File: src/rtl/core_pkg.sv
// Shared types and constants for the execute/memory boundary.
//   XLEN          datapath width of result, store data, PC and target
//   REG_AW        register-file address width
//   exmem_entry_t one EX->MEM pipeline entry (valid bit travels with payload)
package core_pkg;

    localparam int XLEN   = 32;
    localparam int REG_AW = 5;

    typedef struct packed {
        logic              valid;
        logic [XLEN-1:0]   result;
        logic [XLEN-1:0]   store_data;
        logic [REG_AW-1:0] rd;
        logic              reg_write;
        logic              mem_read;
        logic              mem_write;
    } exmem_entry_t;

endpackage

File: src/rtl/skid_reg.sv
// Generic two-entry valid/ready skid buffer.
// Main register M drives the output; skid register S catches one entry that
// arrives while M is full and not being consumed. in_ready depends only on
// S occupancy, so the upstream ready path is a plain register output.
// Ports:
//   clk, rstn      clock, synchronous active-low reset
//   in_valid       upstream offers in_data
//   in_ready       buffer can take an entry this cycle (S empty)
//   in_data        incoming payload
//   out_valid      M holds an entry
//   out_ready      downstream consumes M this cycle
//   out_data       M payload
//   skid_valid     S holds an entry
module skid_reg #(
    parameter type T = logic
) (
    input  logic clk,
    input  logic rstn,
    input  logic in_valid,
    output logic in_ready,
    input  T     in_data,
    output logic out_valid,
    input  logic out_ready,
    output T     out_data,
    output logic skid_valid
);

    logic m_valid;
    logic s_valid;
    T     m_data;
    T     s_data;
    logic in_fire;
    logic m_free;

    assign in_ready   = ~s_valid;
    assign in_fire    = in_valid & in_ready;
    assign m_free     = ~m_valid | out_ready;
    assign out_valid  = m_valid;
    assign out_data   = m_data;
    assign skid_valid = s_valid;

    always_ff @(posedge clk) begin
        if (!rstn) begin
            m_valid <= 1'b0;
            s_valid <= 1'b0;
            m_data  <= '0;
            s_data  <= '0;
        end else if (m_free) begin
            if (s_valid) begin
                // in_ready is low here, so no new entry can be lost
                m_data  <= s_data;
                m_valid <= 1'b1;
                s_valid <= 1'b0;
            end else if (in_fire) begin
                m_data  <= in_data;
                m_valid <= 1'b1;
            end else begin
                m_valid <= 1'b0;
            end
        end else if (in_fire) begin
            s_data  <= in_data;
            s_valid <= 1'b1;
        end
    end

endmodule

File: src/rtl/ex_mem_stage.sv
// EX/MEM pipeline stage: captures finished ALU/FPU results into a skid
// buffer toward the memory stage and raises the fetch redirect / ID-EX flush
// for taken branches at the moment the branch is accepted.
// Optional macro EXMEM_PERF_EN adds stall_cycles and taken_branches counters.
// Ports:
//   clk, rstn                         clock, synchronous active-low reset
//   ex_valid, alu_ready               EX holds an instruction / result final
//   alu_result_ex, store_data_ex      payload from EX
//   rd_ex, reg_write_ex, mem_read_ex, mem_write_ex   control from EX
//   branch_alu, branch_target_ex      taken branch and its target
//   ex_stall                          hold EX and earlier stages
//   data_ready_mem, mem_valid         handshake with memory stage
//   alu_result_mem .. mem_write_mem   registered payload to memory stage
//   pc_redirect, pc_target            one-cycle redirect to fetch
//   flush_id_ex                       kill younger instructions
//   stall_cycles, taken_branches      counters (EXMEM_PERF_EN only)
module ex_mem_stage #(
    parameter int XLEN   = 32,
    parameter int REG_AW = 5
`ifdef EXMEM_PERF_EN
    ,
    parameter int CNT_W  = 32
`endif
) (
    input  logic              clk,
    input  logic              rstn,
    input  logic              ex_valid,
    input  logic              alu_ready,
    input  logic [XLEN-1:0]   alu_result_ex,
    input  logic              branch_alu,
    input  logic [XLEN-1:0]   branch_target_ex,
    input  logic [REG_AW-1:0] rd_ex,
    input  logic              reg_write_ex,
    input  logic              mem_read_ex,
    input  logic              mem_write_ex,
    input  logic [XLEN-1:0]   store_data_ex,
    output logic              ex_stall,
    input  logic              data_ready_mem,
    output logic              mem_valid,
    output logic [XLEN-1:0]   alu_result_mem,
    output logic [XLEN-1:0]   store_data_mem,
    output logic [REG_AW-1:0] rd_mem,
    output logic              reg_write_mem,
    output logic              mem_read_mem,
    output logic              mem_write_mem,
    output logic              pc_redirect,
    output logic [XLEN-1:0]   pc_target,
    output logic              flush_id_ex
`ifdef EXMEM_PERF_EN
    ,
    output logic [CNT_W-1:0]  stall_cycles,
    output logic [CNT_W-1:0]  taken_branches
`endif
);

    import core_pkg::*;

    exmem_entry_t entry_in;
    exmem_entry_t entry_m;
    logic         in_valid;
    logic         ex_ready;
    logic         ex_fire;
    logic         m_valid;
    logic         s_valid;

    always_comb begin
        entry_in            = '0;
        entry_in.valid      = 1'b1;
        entry_in.result     = alu_result_ex;
        entry_in.store_data = store_data_ex;
        entry_in.rd         = rd_ex;
        entry_in.reg_write  = reg_write_ex;
        entry_in.mem_read   = mem_read_ex;
        entry_in.mem_write  = mem_write_ex;
    end

    assign in_valid = ex_valid & alu_ready;
    assign ex_fire  = in_valid & ex_ready;

    skid_reg #(.T(exmem_entry_t)) u_skid (
        .clk        (clk),
        .rstn       (rstn),
        .in_valid   (in_valid),
        .in_ready   (ex_ready),
        .in_data    (entry_in),
        .out_valid  (m_valid),
        .out_ready  (data_ready_mem),
        .out_data   (entry_m),
        .skid_valid (s_valid)
    );

    // The stored valid bit is 1 for every loaded entry and 0 after reset,
    // so gating with it is equivalent to the buffer's occupancy flag alone.
    assign mem_valid      = m_valid & entry_m.valid;
    assign alu_result_mem = entry_m.result;
    assign store_data_mem = entry_m.store_data;
    assign rd_mem         = entry_m.rd;
    assign reg_write_mem  = entry_m.reg_write;
    assign mem_read_mem   = entry_m.mem_read;
    assign mem_write_mem  = entry_m.mem_write;

    assign ex_stall = s_valid | (ex_valid & ~alu_ready);

    // Redirect fires on acceptance so memory backpressure never delays it.
    always_ff @(posedge clk) begin
        if (!rstn) begin
            pc_redirect <= 1'b0;
            pc_target   <= '0;
        end else begin
            pc_redirect <= ex_fire & branch_alu;
            if (ex_fire & branch_alu) begin
                pc_target <= branch_target_ex;
            end
        end
    end

    assign flush_id_ex = pc_redirect;

`ifdef EXMEM_PERF_EN
    always_ff @(posedge clk) begin
        if (!rstn) begin
            stall_cycles   <= '0;
            taken_branches <= '0;
        end else begin
            if (ex_stall) begin
                stall_cycles <= stall_cycles + 1'b1;
            end
            if (pc_redirect) begin
                taken_branches <= taken_branches + 1'b1;
            end
        end
    end
`else
    // Counters absent in this build.
`endif

endmodule
File: config.mk
export PLATFORM = sky130hd
export DESIGN_NAME = ex_mem_stage
export DESIGN_NICKNAME = d
export VERILOG_FILES = /design/src/rtl/core_pkg.sv /design/src/rtl/skid_reg.sv /design/src/rtl/ex_mem_stage.sv
export SDC_FILE = /design/constraint.sdc
export NUM_CORES = 1
export LEC_CHECK = 0
export CAP_MARGIN = 20
export CORE_MARGIN = 3
export CORE_UTILIZATION = 25
export DETAILED_ROUTE_END_ITERATION = 10
export PLACE_DENSITY = 0.5
export SKIP_CTS_REPAIR_TIMING = 1
export SLEW_MARGIN = 10
export SYNTH_ARGS = -nofsm -noshare
export SYNTH_HDL_FRONTEND = slang
export SYNTH_SLANG_ARGS = --single-unit
File: constraint.sdc
create_clock -name clk -period 2 [get_ports clk]
set_input_delay 0.4 -clock clk [delete_from_list [all_inputs] [get_ports clk]]
set_output_delay 0.4 -clock clk [all_outputs]
set_load 0.1 [all_outputs]
==> impl_metrics.env <==
export IMPL_initial_core_util_pct=25.5
export IMPL_regArea_mm2=0.00363
export IMPL_powerDensity_mw_per_mm2=852
export IMPL_clock_sinks=181
export IMPL_total_power_mw=9.36
export IMPL_yosysWarnings=0
export IMPL_max_vdd_ir_drop_mv=0.524
export IMPL_cp_max_fo=3
export IMPL_drive_gt1_share_pct=24.8
export IMPL_yosysTopAreaCellShare_pct=43.3
export IMPL_synth_seq_cells=181
export IMPL_grt_most_used_layer="met2"
export IMPL_synth_yosys_seq_area_share_pct=43.3
export IMPL_worstSetupPathType="input pin to primary output"
export IMPL_relSlewSlack_pct=65.0
export IMPL_portBuffers=217
export IMPL_fp_dieArea_mm2=0.0357
export IMPL_grt_util_met2_pct=21.3
export IMPL_r2r_slack_ns=0.45
export IMPL_htree_levels=4
export IMPL_holdCritPathClass="input pin to flop"
export IMPL_required_ns=1.60
export IMPL_antenna_found_initial=0
export IMPL_routed_wl_um=23100
export IMPL_die_x_um=189
export IMPL_antenna_left=0
export IMPL_setup_violations=0
export IMPL_slew_viol_final=0
export IMPL_synthTopCellsByCount="dfxtp_1, nand2_1, mux2i_1"
export IMPL_fillers=3357
export IMPL_async_flop_share_pct=0
export IMPL_worst_pin_slew_ns=0.525
export IMPL_grt_pass1_wl_um=36700
export IMPL_ios=218
export IMPL_cts_tree="built"
export IMPL_die_y_um=189
export IMPL_drcViolationCount=0
export IMPL_cp_arrival_ns=1.41
export IMPL_cts_root_buf="clkbuf_16"
export IMPL_drt_iter0_markers=277
export IMPL_area_delta_synth_final_pct=31.4
export IMPL_clk_path_buf_depth=2
export IMPL_detail_route_wl_per_cell_um=15.9
export IMPL_clock_latency_ns=0.43
export IMPL_worst_setup_path_end_kind="primary output"
export IMPL_cp_startpoint="alu_ready"
export IMPL_cts_made_buffers=17
export IMPL_synth_ff_type="dfxtp_1"
export IMPL_dr_pass1_iters=5
export IMPL_rows=66
export IMPL_core_mm2=0.0328
export IMPL_finalHoldViolCount=0
export IMPL_grtUsageMet1_pct=16.5
export IMPL_cp_start_kind="input pin"
export IMPL_utilization_pct=33.5
export IMPL_hold_path_startpoint="rstn"
export IMPL_netlist_instances=877
export IMPL_leakage_nw=3.92
export IMPL_vias=6333
export IMPL_finClkSkew_ns=0.0146
export IMPL_synthTopCellsByArea="dfxtp_1, mux2i_1, a211oi_2"
export IMPL_vias_per_cell=4.35
export IMPL_ys_types=24
export IMPL_r2r_start="u_skid.skid_valid"
export IMPL_drv_cap=0
export IMPL_hpwl_um=15600
export IMPL_met3_usage_pct=4.20
export IMPL_avgSynthCellArea_um2=9.53
export IMPL_rsz0062_at_grt="no"
export IMPL_post_route_period_util_pct=90.7
export IMPL_grt_pass1_vias=6413
export IMPL_postLayoutSetupSlackWorst_ns=0.185
export IMPL_gp_congestion=0.697
export IMPL_place_ws_ns=-0.0943
export IMPL_synth_edf_count=0
export IMPL_grt_overflow=0
export IMPL_fmax_ghz=0.551
export IMPL_synthesis_area_mm2=0.00836
export IMPL_track_usage_pct=13.0
export IMPL_syn_nets=987
export IMPL_post_synth_top_count_cell="dfxtp_1"
export IMPL_cts_clk_slew_worst_paths_ns=0.08
export IMPL_yosysTopAreaCell="dfxtp_1"
export IMPL_multiInputGateArea_mm2=0.00378
export IMPL_status="complete, no violations"
export IMPL_antenna_cells=0
export IMPL_grt_max_degree=120
export IMPL_period_minus_slack_ns=1.81
export IMPL_final_nets=1110
==> stage by stage <==
step                area (um^2)  setup TNS, ns  hold slack (ns)  std cells
floorplan                  8360              0            0.434        877
global route              11000              0            0.395       1455
detailed placement        10400          -2.78            0.447       1423
CTS                       11000              0            0.380       1455
finish                    11000              0            0.392       1455
global placement          10400         -0.990            0.441       1423
==> sequential cells by signal, indices dropped and copies added, names as in the netlist <==
register           count
u_skid.skid_valid      1
u_skid.out_valid       1
pc_target             32
u_skid.s_data         73
flush_id_ex            1
u_skid.out_data       73
==> worst max-delay path, stage by stage <==
cell	delay (ns)
clkdlybuf4s50_1	0.50
buf_4	0.12
inv_1	0.03
a21o_1	0.19
buf_12	0.17
==> cells in the final DEF, fill, tap and decap left out, types with 4 or more instances in the layout <==
master,n
clkbuf_16,17
o21ai_0,32
nand3_1,32
a21oi_1,73
clkdlybuf4s50_1,108
a211oi_2,70
dfxtp_1,180
mux2i_1,144
nand2_1,177
buf_4,124
buf_12,20
clkinv_4,4
==> routing by layer <==
metal / vias up / part of all wire (%) / wire [um]
met5: - / 0 / 0
met4: 0 / 0.94 / 217
met3: 14 / 6.1 / 1410
met2: 151 / 47 / 11000
met1: 2969 / 45 / 10500
li1: 3199 / - / -
==> kinds of logic (layout without fill, tap and decap cells) <==
kind of cell | count (synthesis) | count (layout) | synth area share (%)
AO/OA/AOI/OAI | 181 | 181 | 17.3
buffers and inverters | 152 | 288 | 11.5
flip-flops | 181 | 181 | 43.3
multiplexers | 144 | 144 | 17.2
AND/OR/NAND/NOR | 219 | 219 | 10.6
==> area by class of cell <==
type	instances	area share, %
Multi-Input combinational cell	544	34.4
Sequential cell	181	33.0
Timing Repair Buffer	253	22.1
Tap cell	442	5.03
Clock buffer	21	4.19
Clock inverter	11	1.15
Inverter	3	0.125
==> power breakdown <==
part | internal, mW | switching (mW) | leakage [nW]
registers | 3.75 | 0.0901 | 1.48
clock network | 1.92 | 1.52 | 0.287
logic | 0.621 | 1.46 | 2.15
==> final timing paths <==
kind                               to  cells after the start
setup / recovery             ex_stall                      5
hold / removal       u_skid.out_valid                      3
setup reg to reg  u_skid.out_data[56]                      3
hold reg to reg     u_skid.s_data[34]                      2
Note: power is estimated with default switching activity, not from simulation.
